==> src/rtl/fwd_hazard_unit.sv <==
// Forwarding and load-use hazard unit: tracks in-flight destination registers
// from ID/EX onward and drives EX forward selects, the ID stall and a stall counter.
module fwd_hazard_unit #(
    parameter int unsigned REG_W     = 5,
    parameter int unsigned NUM_SRC   = 2,
    parameter int unsigned FWD_DEPTH = 2,
    parameter int unsigned LOAD_LAT  = 1,
    parameter int unsigned SEL_W     = $clog2(FWD_DEPTH + 1)
) (
    input  logic                       clk,
    input  logic                       rst,
    input  logic                       id_valid,
    input  logic [REG_W-1:0]           id_rd,
    input  logic                       id_reg_write,
    input  logic                       id_mem_read,
    input  logic [NUM_SRC*REG_W-1:0]   id_src,
    input  logic                       flush,
    output logic                       stall,
    output logic [NUM_SRC*SEL_W-1:0]   forward_sel,
    output logic [15:0]                stall_count
);

    // Shadow stage k: 0 = ID/EX, k >= 1 = k stages past EX.
    logic               r_valid [0:FWD_DEPTH];
    logic [REG_W-1:0]   r_rd    [0:FWD_DEPTH];
    logic               r_rw    [0:FWD_DEPTH];
    logic               r_mr    [0:FWD_DEPTH];
    logic [NUM_SRC*REG_W-1:0] r_ex_src;
    logic [15:0]        r_stall_count;

    logic [NUM_SRC*SEL_W-1:0] w_forward_sel;
    logic               w_load_hit;
    logic               w_insert;

    always_comb begin
        w_forward_sel = '0;
        w_load_hit    = 1'b0;
        for (int unsigned s = 0; s < NUM_SRC; s++) begin
            // Ascending scan; the first hit (youngest producer) is kept.
            for (int unsigned k = 1; k <= FWD_DEPTH; k++) begin
                if (r_valid[k] && r_rw[k] && (r_rd[k] != '0) &&
                    (r_rd[k] == r_ex_src[s*REG_W +: REG_W]) &&
                    (w_forward_sel[s*SEL_W +: SEL_W] == '0)) begin
                    w_forward_sel[s*SEL_W +: SEL_W] = SEL_W'(k);
                end
            end
            for (int unsigned j = 0; j < LOAD_LAT; j++) begin
                if (r_valid[j] && r_rw[j] && r_mr[j] && (r_rd[j] != '0) &&
                    (r_rd[j] == id_src[s*REG_W +: REG_W])) begin
                    w_load_hit = 1'b1;
                end
            end
        end
    end

    assign stall       = id_valid & ~flush & w_load_hit;
    assign w_insert    = id_valid & ~flush & ~w_load_hit;
    assign forward_sel = w_forward_sel;
    assign stall_count = r_stall_count;

    always_ff @(posedge clk) begin
        if (rst) begin
            for (int unsigned k = 0; k <= FWD_DEPTH; k++) begin
                r_valid[k] <= 1'b0;
                r_rd[k]    <= '0;
                r_rw[k]    <= 1'b0;
                r_mr[k]    <= 1'b0;
            end
            r_ex_src      <= '0;
            r_stall_count <= '0;
        end else begin
            for (int unsigned k = 1; k <= FWD_DEPTH; k++) begin
                r_valid[k] <= r_valid[k-1];
                r_rd[k]    <= r_rd[k-1];
                r_rw[k]    <= r_rw[k-1];
                r_mr[k]    <= r_mr[k-1];
            end
            if (w_insert) begin
                r_valid[0] <= 1'b1;
                r_rd[0]    <= id_rd;
                r_rw[0]    <= id_reg_write;
                r_mr[0]    <= id_mem_read;
                r_ex_src   <= id_src;
            end else begin
                r_valid[0] <= 1'b0;
                r_rd[0]    <= '0;
                r_rw[0]    <= 1'b0;
                r_mr[0]    <= 1'b0;
                r_ex_src   <= '0;
            end
            if (stall && (r_stall_count != '1)) begin
                r_stall_count <= r_stall_count + 16'd1;
            end
        end
    end

endmodule

==> config.mk <==
export PLATFORM = sky130hd
export DESIGN_NAME = fwd_hazard_unit
export DESIGN_NICKNAME = d
export VERILOG_FILES = /design/src/rtl/fwd_hazard_unit.sv
export SDC_FILE = /design/constraint.sdc
export NUM_CORES = 1
export LEC_CHECK = 0
export BUFFER_PORTS_ARGS = -buffer_cell sky130_fd_sc_hd__clkbuf_2
export CORE_ASPECT_RATIO = 1.1
export CORE_MARGIN = 2
export CORE_UTILIZATION = 45
export CTS_CLUSTER_DIAMETER = 100
export DETAILED_ROUTE_END_ITERATION = 10
export PLACE_DENSITY_LB_ADDON = 0.2
export SYNTH_ARGS = -nofsm -noshare
export SYNTH_HDL_FRONTEND = slang
export SYNTH_SLANG_ARGS = --single-unit
==> constraint.sdc <==
create_clock -name clk -period 2.5 [get_ports clk]
set_input_delay 0 -clock clk [delete_from_list [all_inputs] [get_ports clk]]
set_output_delay 0 -clock clk [all_outputs]
set_load 0.01 [all_outputs]
==> results_tabular.tex <==
\begin{tabular}{lr}
\hline
Metric & Value \\
\hline
\multicolumn{2}{l}{\textbf{Outcome}} \\
Outcome & completed \\
\multicolumn{2}{l}{\textbf{Cells and area}} \\
Most frequent standard cell in the layout excluding fill and tap cells & sky130\_fd\_sc\_hd\_\_clkbuf\_2 \\
Highest-count cells in the layout ignoring fill and taps & sky130\_fd\_sc\_hd\_\_clkbuf\_2 (41), sky130\_fd\_sc\_hd\_\_dfxtp\_1 (26), sky130\_fd\_sc\_hd\_\_xor2\_1 (24) \\
Final non-filler cell total & 364 \\
Fin util & 59.3\% \\
Syn-to-layout area delta & 24.7\% \\
Post-layout nets & 327 \\
Count of antenna diodes in the layout & 0 \\
Final instance area & about 3000 um\^{}2 \\
Layout cells sized above 1 & 19.9\% \\
\multicolumn{2}{l}{\textbf{Place}} \\
Number of buffers added on ports & 41 \\
Placer's final routability congestion estimate & 0.822 \\
Worst slack at placement & approximately 0.41 ns \\
Detailed Place HPWL & between 3 and 4 mm \\
Instance count after placement with tap cells included & 340 \\
Cell area after placement & 2740 um\^{}2 \\
\multicolumn{2}{l}{\textbf{Timing}} \\
Post-route worst setup slack & 0.385 ns \\
Final TNS setup & 0 ns \\
Count of endpoints failing hold in the final timing report & 0 \\
Finish-stage setup viols & 0 \\
Post-layout minimum cycle time & 2.11 ns \\
Maximum achievable frequency & 473 MHz \\
Skew final & approximately 0.0048 ns \\
Unrepaired setup endpoints after global routing & no \\
Fin crit share & around 85\% \\
Number of pins with negative max-slew slack in the final report & 0 \\
\multicolumn{2}{l}{\textbf{Min path}} \\
Hold wc startpoint & id\_rd[4] \\
Kind of path behind the tightest hold check & primary input to register \\
\multicolumn{2}{l}{\textbf{GRT}} \\
GRT Overall Usage & 17.9\% \\
Overall overflow remaining after global route & 0 \\
Largest net degree at the start of global routing & 29 \\
Wire length of the first global-routing pass & around 8.1 mm \\
Antenna violations before repair & 0 \\
Via count of the first global-routing pass & 1775 \\
\multicolumn{2}{l}{\textbf{Logic synthesis}} \\
Number of different library cells in the post-synthesis netlist & 40 \\
Dominant register cell in the synthesized netlist & sky130\_fd\_sc\_hd\_\_dfxtp\_1 \\
Synthesized cell area & 2410 um\^{}2 \\
Yosys warning total & 0 \\
Gate Count Post-Synth & roughly 230 \\
Number of enable flip-flop cells after synthesis & 22 \\
Fraction of registers with async set/reset & 0\% \\
Register bit total from synthesis & 48 \\
Sequential-to-total area share from yosys stat & 49.0\% \\
Average cell area after synthesis & 10.7 um\^{}2 \\
\multicolumn{2}{l}{\textbf{Floorplan}} \\
Width of the die & 73.8 um \\
Y dimension of the die & just over 80 um \\
Initial core utilization & 47.5\% \\
Boundary pin count & 42 \\
Overall die area & between 5000 and 6000 um\^{}2 \\
Placeable core region & 5070 um\^{}2 \\
Count of standard-cell rows & 27 \\
\multicolumn{2}{l}{\textbf{Route}} \\
Final routed DRC violation total & 0 \\
Antenna violation net count after detailed routing & 0 \\
Wirelength, routed & 4.96 mm \\
1st-pass router iterations & 4 \\
Number of DRC markers in iteration 0 & $\sim$60 \\
Detail-routed net length per standard cell & 13.6 um \\
Via count & $\sim$1900 \\
Detailed-route vias per instance & a little over 5 \\
\multicolumn{2}{l}{\textbf{Power and ir drop}} \\
Total power per unit cell area & 503 nW/um\^{}2 \\
Leakage component of the power & 1.23 nW \\
IR Drop Worst-Case VDD & 432 uV \\
\multicolumn{2}{l}{\textbf{Job}} \\
Count of maximum capacitance violations & 0 \\
\multicolumn{2}{l}{\textbf{Clocking}} \\
Clock slew seen by the registers of the worst setup and hold paths & roughly 0.080 ns \\
Clock tree from TritonCTS & built \\
Clock net sink count & 48 \\
Cts bufs inserted & 5 \\
Max H-tree Level & 2 \\
Largest buffer count on any clock path & 2 \\
Worst skew pair latency & 0.29 ns \\
Cell at the root of the clock tree & sky130\_fd\_sc\_hd\_\_clkbuf\_8 \\
\multicolumn{2}{l}{\textbf{Critical path}} \\
Critical path start-end classification & register to output pin \\
Required time worst endpoint & 2.50 ns \\
Worst path arrival time & between 2 and 2.5 ns \\
Startpoint kind of the worst setup timing path & register \\
Max Fanout on Critical Path & 4 \\
Startpoint of the worst register-to-register path & r\_rd[0][1] \\
Worst setup EP type & output pin \\
Launch point of the critical path & r\_rd[0][6] \\
\hline
\end{tabular}
worst paths after layout:
path | to | slack (ns) | cells past startpoint
worst max-delay path | forward_sel[1] | 0.39 | 5
worst min-delay path | r_rd[0][4] | 0.003 | 2
worst max register to register | stall_count[12] | 0.40 | 6
worst min register to register | stall_count[15] | 0.50 | 2
sequential cells by signal, indices dropped and copies added, names as in the netlist:
name	count
stall_count	16
r_ex_src	10
r_valid	3
r_rd	15
r_mr	1
r_rw	3
worst max-delay path, cell delays in order (launching register included):
cell,delay (ns)
sky130_fd_sc_hd__edfxtp_1,0.45
sky130_fd_sc_hd__or4_1,0.56
sky130_fd_sc_hd__o211ai_1,0.23
sky130_fd_sc_hd__nor4_1,0.12
sky130_fd_sc_hd__nor4_1,0.28
sky130_fd_sc_hd__clkbuf_2,0.18
synthesized netlist by cell type, types with 6 or more instances:
cell | count | area (um^2)
sky130_fd_sc_hd__nor4_1 | 12 | 75.1
sky130_fd_sc_hd__nor2_1 | 14 | 52.6
sky130_fd_sc_hd__edfxtp_1 | 22 | 661
sky130_fd_sc_hd__xor2_1 | 24 | 210
sky130_fd_sc_hd__xnor2_1 | 6 | 52.6
sky130_fd_sc_hd__nand3_1 | 6 | 30.0
sky130_fd_sc_hd__nand4_1 | 6 | 37.5
sky130_fd_sc_hd__o31ai_1 | 6 | 45.0
sky130_fd_sc_hd__a21oi_1 | 6 | 30.0
sky130_fd_sc_hd__nand2_1 | 6 | 22.5
sky130_fd_sc_hd__dfxtp_1 | 26 | 521
sky130_fd_sc_hd__nor2b_1 | 21 | 131
sky130_fd_sc_hd__and2_1 | 17 | 106
sky130_fd_sc_hd__or4_1 | 10 | 75.1
metrics by stage:
step,hold slack [ns],total power [mW]
final,0.00256,1.51
after global routing,0.00398,1.59
after CTS,0.00329,1.53
after detailed placement,0.244,1.00
after global placement,0.242,1.00
after floorplan,0.122,0.963
timing repair:
item / CTS / global route
hold endpoints to repair: 16 / 0
hold buffers: 16 / 0
setup buffers: 0 / 0
gates resized for setup: 0 / 0
cells by family after synthesis:
kind of cell | share of synthesized area, %
compound gates | 8.05
fa+ha+maj | 0.519
mux | 3.27
xor+xnor | 10.9
buf+inv | 2.08
other cells | 0.156
simple gates | 26.0
flops | 49.0
report_power, final:
group	switching (mW)	internal [mW]	leakage [nW]	total [mW]
Combinational	0.0680	0.0667	0.740	0.135
Sequential	0.0238	0.847	0.434	0.871
Clock	0.249	0.257	0.0534	0.506
Total	0.341	1.17	1.23	1.51
metal layers:
layer	wire, um	part of all wire [%]	vias up	track usage [%]
li1	-	-	958	-
met1	2250	45	869	22.9
met2	2500	50	33	29.5
met3	126	2.5	8	4.22
met4	78	1.6	0	6.00
met5	0	0	-	0
layout make-up:
cell class                 count  area (um^2)
multi-input combinational    188         1260
timing repair buffer          59          380
clock buffer                   7         97.6
clock inverter                 1         5.00
inverter                       3         11.3
fill                         464         2060
sequential                    48         1180
tap                           58         72.6
No activity file was read; power rests on OpenSTA's default activity.
